===== config.mk =====
export PLATFORM = sky130hd
export DESIGN_NAME = load_store_unit
export DESIGN_NICKNAME = d
export VERILOG_FILES = /design/src/rtl/load_store_unit_pkg.sv /design/src/rtl/load_store_unit_load_extender.sv /design/src/rtl/load_store_unit.sv
export SDC_FILE = /design/constraint.sdc
export NUM_CORES = 1
export LEC_CHECK = 0
export CAP_MARGIN = 20
export CORE_UTILIZATION = 43
export DETAILED_ROUTE_END_ITERATION = 12
export PLACE_DENSITY = 0.91
export SETUP_SLACK_MARGIN = 0.15
export SLEW_MARGIN = 20
export SYNTH_ARGS = -nofsm -noshare
export SYNTH_HDL_FRONTEND = slang
export SYNTH_SLANG_ARGS = --single-unit

===== constraint.sdc =====
create_clock -name clk_i -period 2 [get_ports clk_i]
set_clock_uncertainty 0.05 [all_clocks]
set_input_delay 0.3 -clock clk_i [delete_from_list [all_inputs] [get_ports clk_i]]
set_output_delay 0.3 -clock clk_i [all_outputs]
set_load 0.005 [all_outputs]

===== src/rtl/load_store_unit_pkg.sv =====
// Shared core definitions for the data-memory stage: FSM states, funct3
// width codes and the access-legality rule.
package load_store_unit_pkg;

   typedef enum logic [1:0] {
      IDLE   = 2'd0,
      ACCESS = 2'd1,
      DONE   = 2'd2
   } lsu_state_t;

   localparam logic [2:0] F3_B  = 3'b000;
   localparam logic [2:0] F3_H  = 3'b001;
   localparam logic [2:0] F3_W  = 3'b010;
   localparam logic [2:0] F3_BU = 3'b100;
   localparam logic [2:0] F3_HU = 3'b101;

   // Unsigned widths only make sense for loads; halfwords/words must be naturally aligned.
   function automatic logic lsu_legal(input logic we, input logic [2:0] f3,
                                      input logic [1:0] off);
      logic ok;
      case (f3)
         F3_B:    ok = 1'b1;
         F3_H:    ok = ~off[0];
         F3_W:    ok = (off == 2'b00);
         F3_BU:   ok = ~we;
         F3_HU:   ok = ~we & ~off[0];
         default: ok = 1'b0;
      endcase
      return ok;
   endfunction

endpackage


===== src/rtl/load_store_unit_load_extender.sv =====
// Aligns the captured bus word to the addressed byte/halfword and applies
// sign or zero extension according to funct3.
module load_extender
   import load_store_unit_pkg::*;
(
   input  logic [31:0] word,
   input  logic [1:0]  offset,
   input  logic [2:0]  funct3,
   output logic [31:0] ext
);

   logic [31:0] shifted;
   assign shifted = word >> {offset, 3'b000};

   always_comb begin
      ext = shifted;
      case (funct3)
         F3_B:    ext = {{24{shifted[7]}}, shifted[7:0]};
         F3_H:    ext = {{16{shifted[15]}}, shifted[15:0]};
         F3_BU:   ext = {24'd0, shifted[7:0]};
         F3_HU:   ext = {16'd0, shifted[15:0]};
         default: ext = shifted;
      endcase
   end

endmodule


===== src/rtl/load_store_unit.sv =====
// Data-memory access stage: runs one valid/ready bus transfer per memory
// instruction, stalling the core until it completes or times out.
module load_store_unit
   import load_store_unit_pkg::*;
#(
   parameter int TIMEOUT_CYCLES = 16
) (
   input  logic        clk_i,
   input  logic        rst_i,
   input  logic        req_i,
   input  logic        we_i,
   input  logic [2:0]  funct3_i,
   input  logic [31:0] addr_i,
   input  logic [31:0] wdata_i,
   output logic        stall_o,
   output logic [31:0] rdata_o,
   output logic        misalign_o,
   output logic        timeout_o,
   output logic        bus_req_o,
   output logic        bus_we_o,
   output logic [31:0] bus_addr_o,
   output logic [3:0]  bus_be_o,
   output logic [31:0] bus_wdata_o,
   input  logic [31:0] bus_rdata_i,
   input  logic        bus_ready_i
);

   // A zero-width counter is not legal, so a disabled timeout keeps one bit.
   localparam int CW = (TIMEOUT_CYCLES > 0) ? $clog2(TIMEOUT_CYCLES + 1) : 1;

   lsu_state_t    state;
   logic [CW-1:0] cnt;
   logic [1:0]    off_q;
   logic [2:0]    f3_q;
   logic          legal;
   logic [3:0]    be_d;
   logic [31:0]   wdata_d;
   logic [31:0]   load_ext;
   logic          tmo_hit;

   assign legal      = lsu_legal(we_i, funct3_i, addr_i[1:0]);
   assign misalign_o = req_i & ~legal;
   assign stall_o    = req_i & legal & (state != DONE);
   assign tmo_hit    = (TIMEOUT_CYCLES != 0) && (cnt == CW'(TIMEOUT_CYCLES - 1));

   always_comb begin
      be_d    = 4'b1111;
      wdata_d = wdata_i;
      case (funct3_i)
         F3_B, F3_BU: begin
            be_d    = 4'b0001 << addr_i[1:0];
            wdata_d = {4{wdata_i[7:0]}};
         end
         F3_H, F3_HU: begin
            be_d    = 4'b0011 << {addr_i[1], 1'b0};
            wdata_d = {2{wdata_i[15:0]}};
         end
         default: ;
      endcase
   end

   load_extender u_load_extender (
      .word   (bus_rdata_i),
      .offset (off_q),
      .funct3 (f3_q),
      .ext    (load_ext)
   );

   always_ff @(posedge clk_i) begin
      if (rst_i) begin
         state       <= IDLE;
         cnt         <= '0;
         off_q       <= '0;
         f3_q        <= '0;
         bus_req_o   <= 1'b0;
         bus_we_o    <= 1'b0;
         bus_addr_o  <= '0;
         bus_be_o    <= '0;
         bus_wdata_o <= '0;
         rdata_o     <= '0;
         timeout_o   <= 1'b0;
      end else begin
         case (state)
            IDLE: begin
               if (req_i && legal) begin
                  state       <= ACCESS;
                  cnt         <= '0;
                  bus_req_o   <= 1'b1;
                  bus_we_o    <= we_i;
                  bus_addr_o  <= {addr_i[31:2], 2'b00};
                  bus_be_o    <= be_d;
                  bus_wdata_o <= wdata_d;
                  off_q       <= addr_i[1:0];
                  f3_q        <= funct3_i;
               end
            end
            ACCESS: begin
               if (bus_ready_i) begin
                  rdata_o   <= bus_we_o ? 32'd0 : load_ext;
                  cnt       <= '0;
                  bus_req_o <= 1'b0;
                  state     <= DONE;
               end else if (tmo_hit) begin
                  rdata_o   <= '0;
                  cnt       <= '0;
                  bus_req_o <= 1'b0;
                  timeout_o <= 1'b1;
                  state     <= DONE;
               end else begin
                  cnt <= cnt + CW'(1);
               end
            end
            DONE: begin
               timeout_o <= 1'b0;
               state     <= IDLE;
            end
            default: state <= IDLE;
         endcase
      end
   end

endmodule


==> impl_metrics.prom <==
# TYPE chip_impl_metric gauge
chip_impl_info{name="result_of_the_run",value="completed"} 1
chip_impl_metric{name="grt_usage",unit=""} 0.284
chip_impl_metric{name="postCtsHoldBufs",unit=""} 0
chip_impl_metric{name="drive_gt1_frac",unit=""} 0.143
chip_impl_info{name="startpoint_type",value="input pin"} 1
chip_impl_info{name="cp_top_family",value="buffers and inverters"} 1
chip_impl_metric{name="static_leakage",unit="nW"} 2.98
chip_impl_info{name="criticalPathCategory",value="in -> reg"} 1
chip_impl_metric{name="slew_violations",unit=""} 0
chip_impl_metric{name="route.vias.total",unit=""} 5251
chip_impl_metric{name="overflow",unit=""} 0
chip_impl_metric{name="mappedNetlistArea",unit="um2"} 4970
chip_impl_info{name="critical_path_cell_by_cell",value="buf_6 > buf_6 > nor4_4 > o21ai_2 > buf_4 > buf_4 > buf_4 > buf_4 > buf_4 > buf_4 > a21oi_2 > buf_6 > a311oi_2"} 1
chip_impl_metric{name="grt_antenna_before_repair",unit=""} 0
chip_impl_metric{name="cts.sink_count",unit=""} 113
chip_impl_metric{name="vias_in_the_first_global_route",unit=""} 5327
chip_impl_metric{name="yosys_warnings",unit=""} 0
chip_impl_metric{name="multiInputGateArea",unit="um2"} 2490
chip_impl_metric{name="crit_fanout",unit=""} 5
chip_impl_metric{name="syn-instance-count",unit=""} 568
chip_impl_metric{name="pwr_dens",unit="nW/um2"} 802
chip_impl_metric{name="synthesis_stage_register_bit_count",unit=""} 113
chip_impl_metric{name="cts_inserted_buffers",unit=""} 17
chip_impl_info{name="slowest_stage_cell_cp",value="sky130_fd_sc_hd__nor4_4"} 1
chip_impl_metric{name="grt_start_max_net_pins",unit=""} 72
chip_impl_metric{name="drt_wl_total",unit="mm"} 16.8
chip_impl_metric{name="share_of_flip_flops_with_an_asynchronous_set_or_reset_after_synthesis",unit=""} 0
chip_impl_metric{name="routedWlPerCell",unit="um"} 17.7
chip_impl_metric{name="drt-pass1-iter-count",unit=""} 5
chip_impl_metric{name="clkTransAtPathRegs",unit="ns"} 0.05
chip_impl_metric{name="synth-edff-count",unit=""} 0
chip_impl_metric{name="global_route_wire_length_before_repair",unit="mm"} 25.9
chip_impl_metric{name="fmaxAchievable",unit="GHz"} 0.553
chip_impl_metric{name="yosysUniqueCellTypes",unit=""} 41
chip_impl_metric{name="syn2layout_area_growth",unit="%"} 61.7
chip_impl_metric{name="dp_worst_setup_slack",unit="ns"} -0.329
chip_impl_metric{name="route.detailed.drc",unit=""} 0
chip_impl_metric{name="h-tree-depth",unit=""} 4
chip_impl_info{name="cts_tree",value="yes"} 1
chip_impl_info{name="synth_common_cells",value="sky130_fd_sc_hd__nand2_1, sky130_fd_sc_hd__dfxtp_1, sky130_fd_sc_hd__a21oi_1"} 1
chip_impl_metric{name="finalCriticalPeriod",unit="ns"} 1.81
chip_impl_metric{name="hold_viol_final",unit=""} 0
chip_impl_metric{name="final_min_period_over_clock_period",unit=""} 0.905
chip_impl_metric{name="clock_latency",unit="ns"} 0.41
chip_impl_metric{name="post-route-worst-setup-slack",unit="ns"} 0.190
chip_impl_metric{name="timing.critical_path.buf_inv",unit=""} 9
chip_impl_info{name="cts_root_buffer",value="sky130_fd_sc_hd__clkbuf_16"} 1
chip_impl_metric{name="io_pins",unit=""} 209
chip_impl_metric{name="die_w",unit="um"} 109
chip_impl_metric{name="worst_hold_slack",unit="ns"} 0.136
chip_impl_metric{name="synth_area_per_cell",unit="um2"} 8.75
chip_impl_info{name="crit_top_cell",value="sky130_fd_sc_hd__buf_4"} 1
chip_impl_metric{name="final.setup.tns",unit="ns"} 0
chip_impl_info{name="yosysMostFrequentCell",value="sky130_fd_sc_hd__nand2_1"} 1
chip_impl_metric{name="critical_path_arrival",unit="ns"} 2.03
chip_impl_metric{name="synthDominantCellAreaShare",unit=""} 0.455
chip_impl_metric{name="total_power",unit="mW"} 6.44
chip_impl_metric{name="clockBufferDepth",unit=""} 2
chip_impl_metric{name="cp_data_required_time",unit="ns"} 2.22
chip_impl_info{name="worst_hold_path_type",value="in -> reg"} 1
chip_impl_metric{name="irDropWorstVdd",unit="mV"} 0.794
chip_impl_info{name="synthFlopType",value="sky130_fd_sc_hd__dfxtp_1"} 1
chip_impl_metric{name="final_count_of_negative_setup_slack_endpoints",unit=""} 0
chip_impl_metric{name="initial_core_util",unit=""} 0.450
chip_impl_metric{name="place_hpwl",unit="mm"} 12.0
chip_impl_metric{name="cap_violations",unit=""} 0
chip_impl_metric{name="antennaDiodeCount",unit=""} 0
chip_impl_metric{name="detail-route-antenna-nets",unit=""} 0
chip_impl_metric{name="sequential_cell_area",unit="um2"} 2260
chip_impl_metric{name="core_area",unit="um2"} 11000
chip_impl_metric{name="yosysSeqAreaShare",unit=""} 0.455
chip_impl_metric{name="detail_route.iter0.violations",unit=""} 322
chip_impl_metric{name="num-nets-final",unit=""} 899
chip_impl_info{name="yosys-top-cells-area",value="sky130_fd_sc_hd__dfxtp_1, sky130_fd_sc_hd__nand2_1, sky130_fd_sc_hd__a21oi_1"} 1
chip_impl_info{name="rsz0062_at_grt",value="no"} 1
chip_impl_metric{name="std_cell_rows",unit=""} 38
chip_impl_metric{name="place_congestion",unit=""} 0.857
chip_impl_info{name="post_synthesis_cell_type_with_the_largest_combined_area",value="sky130_fd_sc_hd__dfxtp_1"} 1
chip_impl_metric{name="design.die.area",unit="um2"} 12000
chip_impl_metric{name="crit_path_max_incr_delay",unit="ns"} 0.31
chip_impl_info{name="critical_path.endpoint_type",value="flop"} 1
chip_impl_metric{name="post_drt_via_cell_ratio",unit=""} 5.54
chip_impl_metric{name="numPortBuffers",unit=""} 206
chip_impl_metric{name="chipHeight",unit="um"} 109
chip_impl_metric{name="number_of_fill_cells_in_the_layout",unit=""} 795
## report_power, final
group | leakage [nW] | internal (mW) | switching, mW | total (mW)
clock | 0.288 | 1.94 | 1.08 | 3.02
sequential | 0.919 | 2.35 | 0.0600 | 2.41
combinational | 1.78 | 0.570 | 0.441 | 1.01
total | 2.98 | 4.87 | 1.58 | 6.44
## layout make-up
cell class	instances	area share
clock buffer	17	0.0529
clock inverter	15	0.0210
inverter	3	0.00140
multi-input combinational	408	0.310
sequential	113	0.282
tap	140	0.0218
timing repair buffer	251	0.311
## state kept, by name, indices dropped and copies added, names as in the netlist
register     count
f3_q             3
bus_addr_o      30
cnt              5
state            2
timeout_o        1
bus_be_o         4
bus_we_o         1
bus_wdata_o     32
bus_req_o        1
off_q            2
rdata_o         32
## layout by cell type, fill, tap and decap left out, types with 3 or more instances in the layout
cell,count
sky130_fd_sc_hd__a311oi_1,11
sky130_fd_sc_hd__nand2b_1,5
sky130_fd_sc_hd__nand2_1,139
sky130_fd_sc_hd__dfxtp_1,113
sky130_fd_sc_hd__nand3b_1,9
sky130_fd_sc_hd__o21ai_0,27
sky130_fd_sc_hd__clkbuf_16,17
sky130_fd_sc_hd__buf_6,3
sky130_fd_sc_hd__clkinvlp_4,3
sky130_fd_sc_hd__mux2i_1,24
sky130_fd_sc_hd__bufinv_16,3
sky130_fd_sc_hd__clkinv_2,6
sky130_fd_sc_hd__mux4_2,8
sky130_fd_sc_hd__o211ai_1,9
sky130_fd_sc_hd__a21oi_1,65
sky130_fd_sc_hd__buf_4,34
sky130_fd_sc_hd__a211oi_1,11
sky130_fd_sc_hd__or2_2,3
sky130_fd_sc_hd__a22oi_1,25
sky130_fd_sc_hd__dlygate4sd2_1,3
sky130_fd_sc_hd__buf_12,9
sky130_fd_sc_hd__clkdlybuf4s50_1,196
sky130_fd_sc_hd__clkinv_4,3
sky130_fd_sc_hd__nor2_1,36
sky130_fd_sc_hd__mux2_2,8
## metal layers
metal  global-route usage  share of wire  up-vias
li1                     -              -     2453
met1                0.324           0.39     2468
met2                0.472           0.49      261
met3               0.0729          0.069       69
met4                0.182          0.052        0
met5               0.0179              0        -
## per-stage QoR
step	instances	instance area, um2	utilization
global placement	906	7360	0.667
floorplan	569	4970	-
CTS	945	8010	0.726
global route	947	8040	0.728
detailed placement	906	7360	0.667
finish	947	8040	0.728
## cells by family after synthesis
| family | after synthesis | synth area share |
|---|---|---|
| buffers and inverters | 48 | 0.0514 |
| other | 1 | 0.000755 |
| multiplexers | 40 | 0.103 |
| AND/OR/NAND/NOR | 207 | 0.186 |
| adder cells (fa/ha/maj) | 1 | 0.00252 |
| flip-flops | 113 | 0.455 |
| AO/OA/AOI/OAI | 158 | 0.201 |
## timing repair
action,CTS,global route
pin swaps,3,5
resized for setup,17,14
setup buffers,7,2
setup endpoints to repair,5,8
## worst reg2reg max path, cell delays in order, from the launching register on
cell and delay (ns):
sky130_fd_sc_hd__dfxtp_1 0.40, sky130_fd_sc_hd__ha_1 0.23, sky130_fd_sc_hd__and4b_2 0.31, sky130_fd_sc_hd__o22ai_2 0.10, sky130_fd_sc_hd__buf_12 0.18, sky130_fd_sc_hd__a22oi_1 0.24
sky130_fd_sc_hd__nand2_1 0.09
## path summary, 6_finish.rpt
path	startpoint	to	slack, ns	cells after the start
worst min register to register	bus_addr_o[8]	bus_addr_o[8]	0.40	2
worst min-delay path	we_i	bus_we_o	0.14	3
worst max register to register	cnt[0]	rdata_o[18]	0.29	6
worst max-delay path	addr_i[0]	cnt[3]	0.19	13
Note: power is estimated with default switching activity, not from simulation.
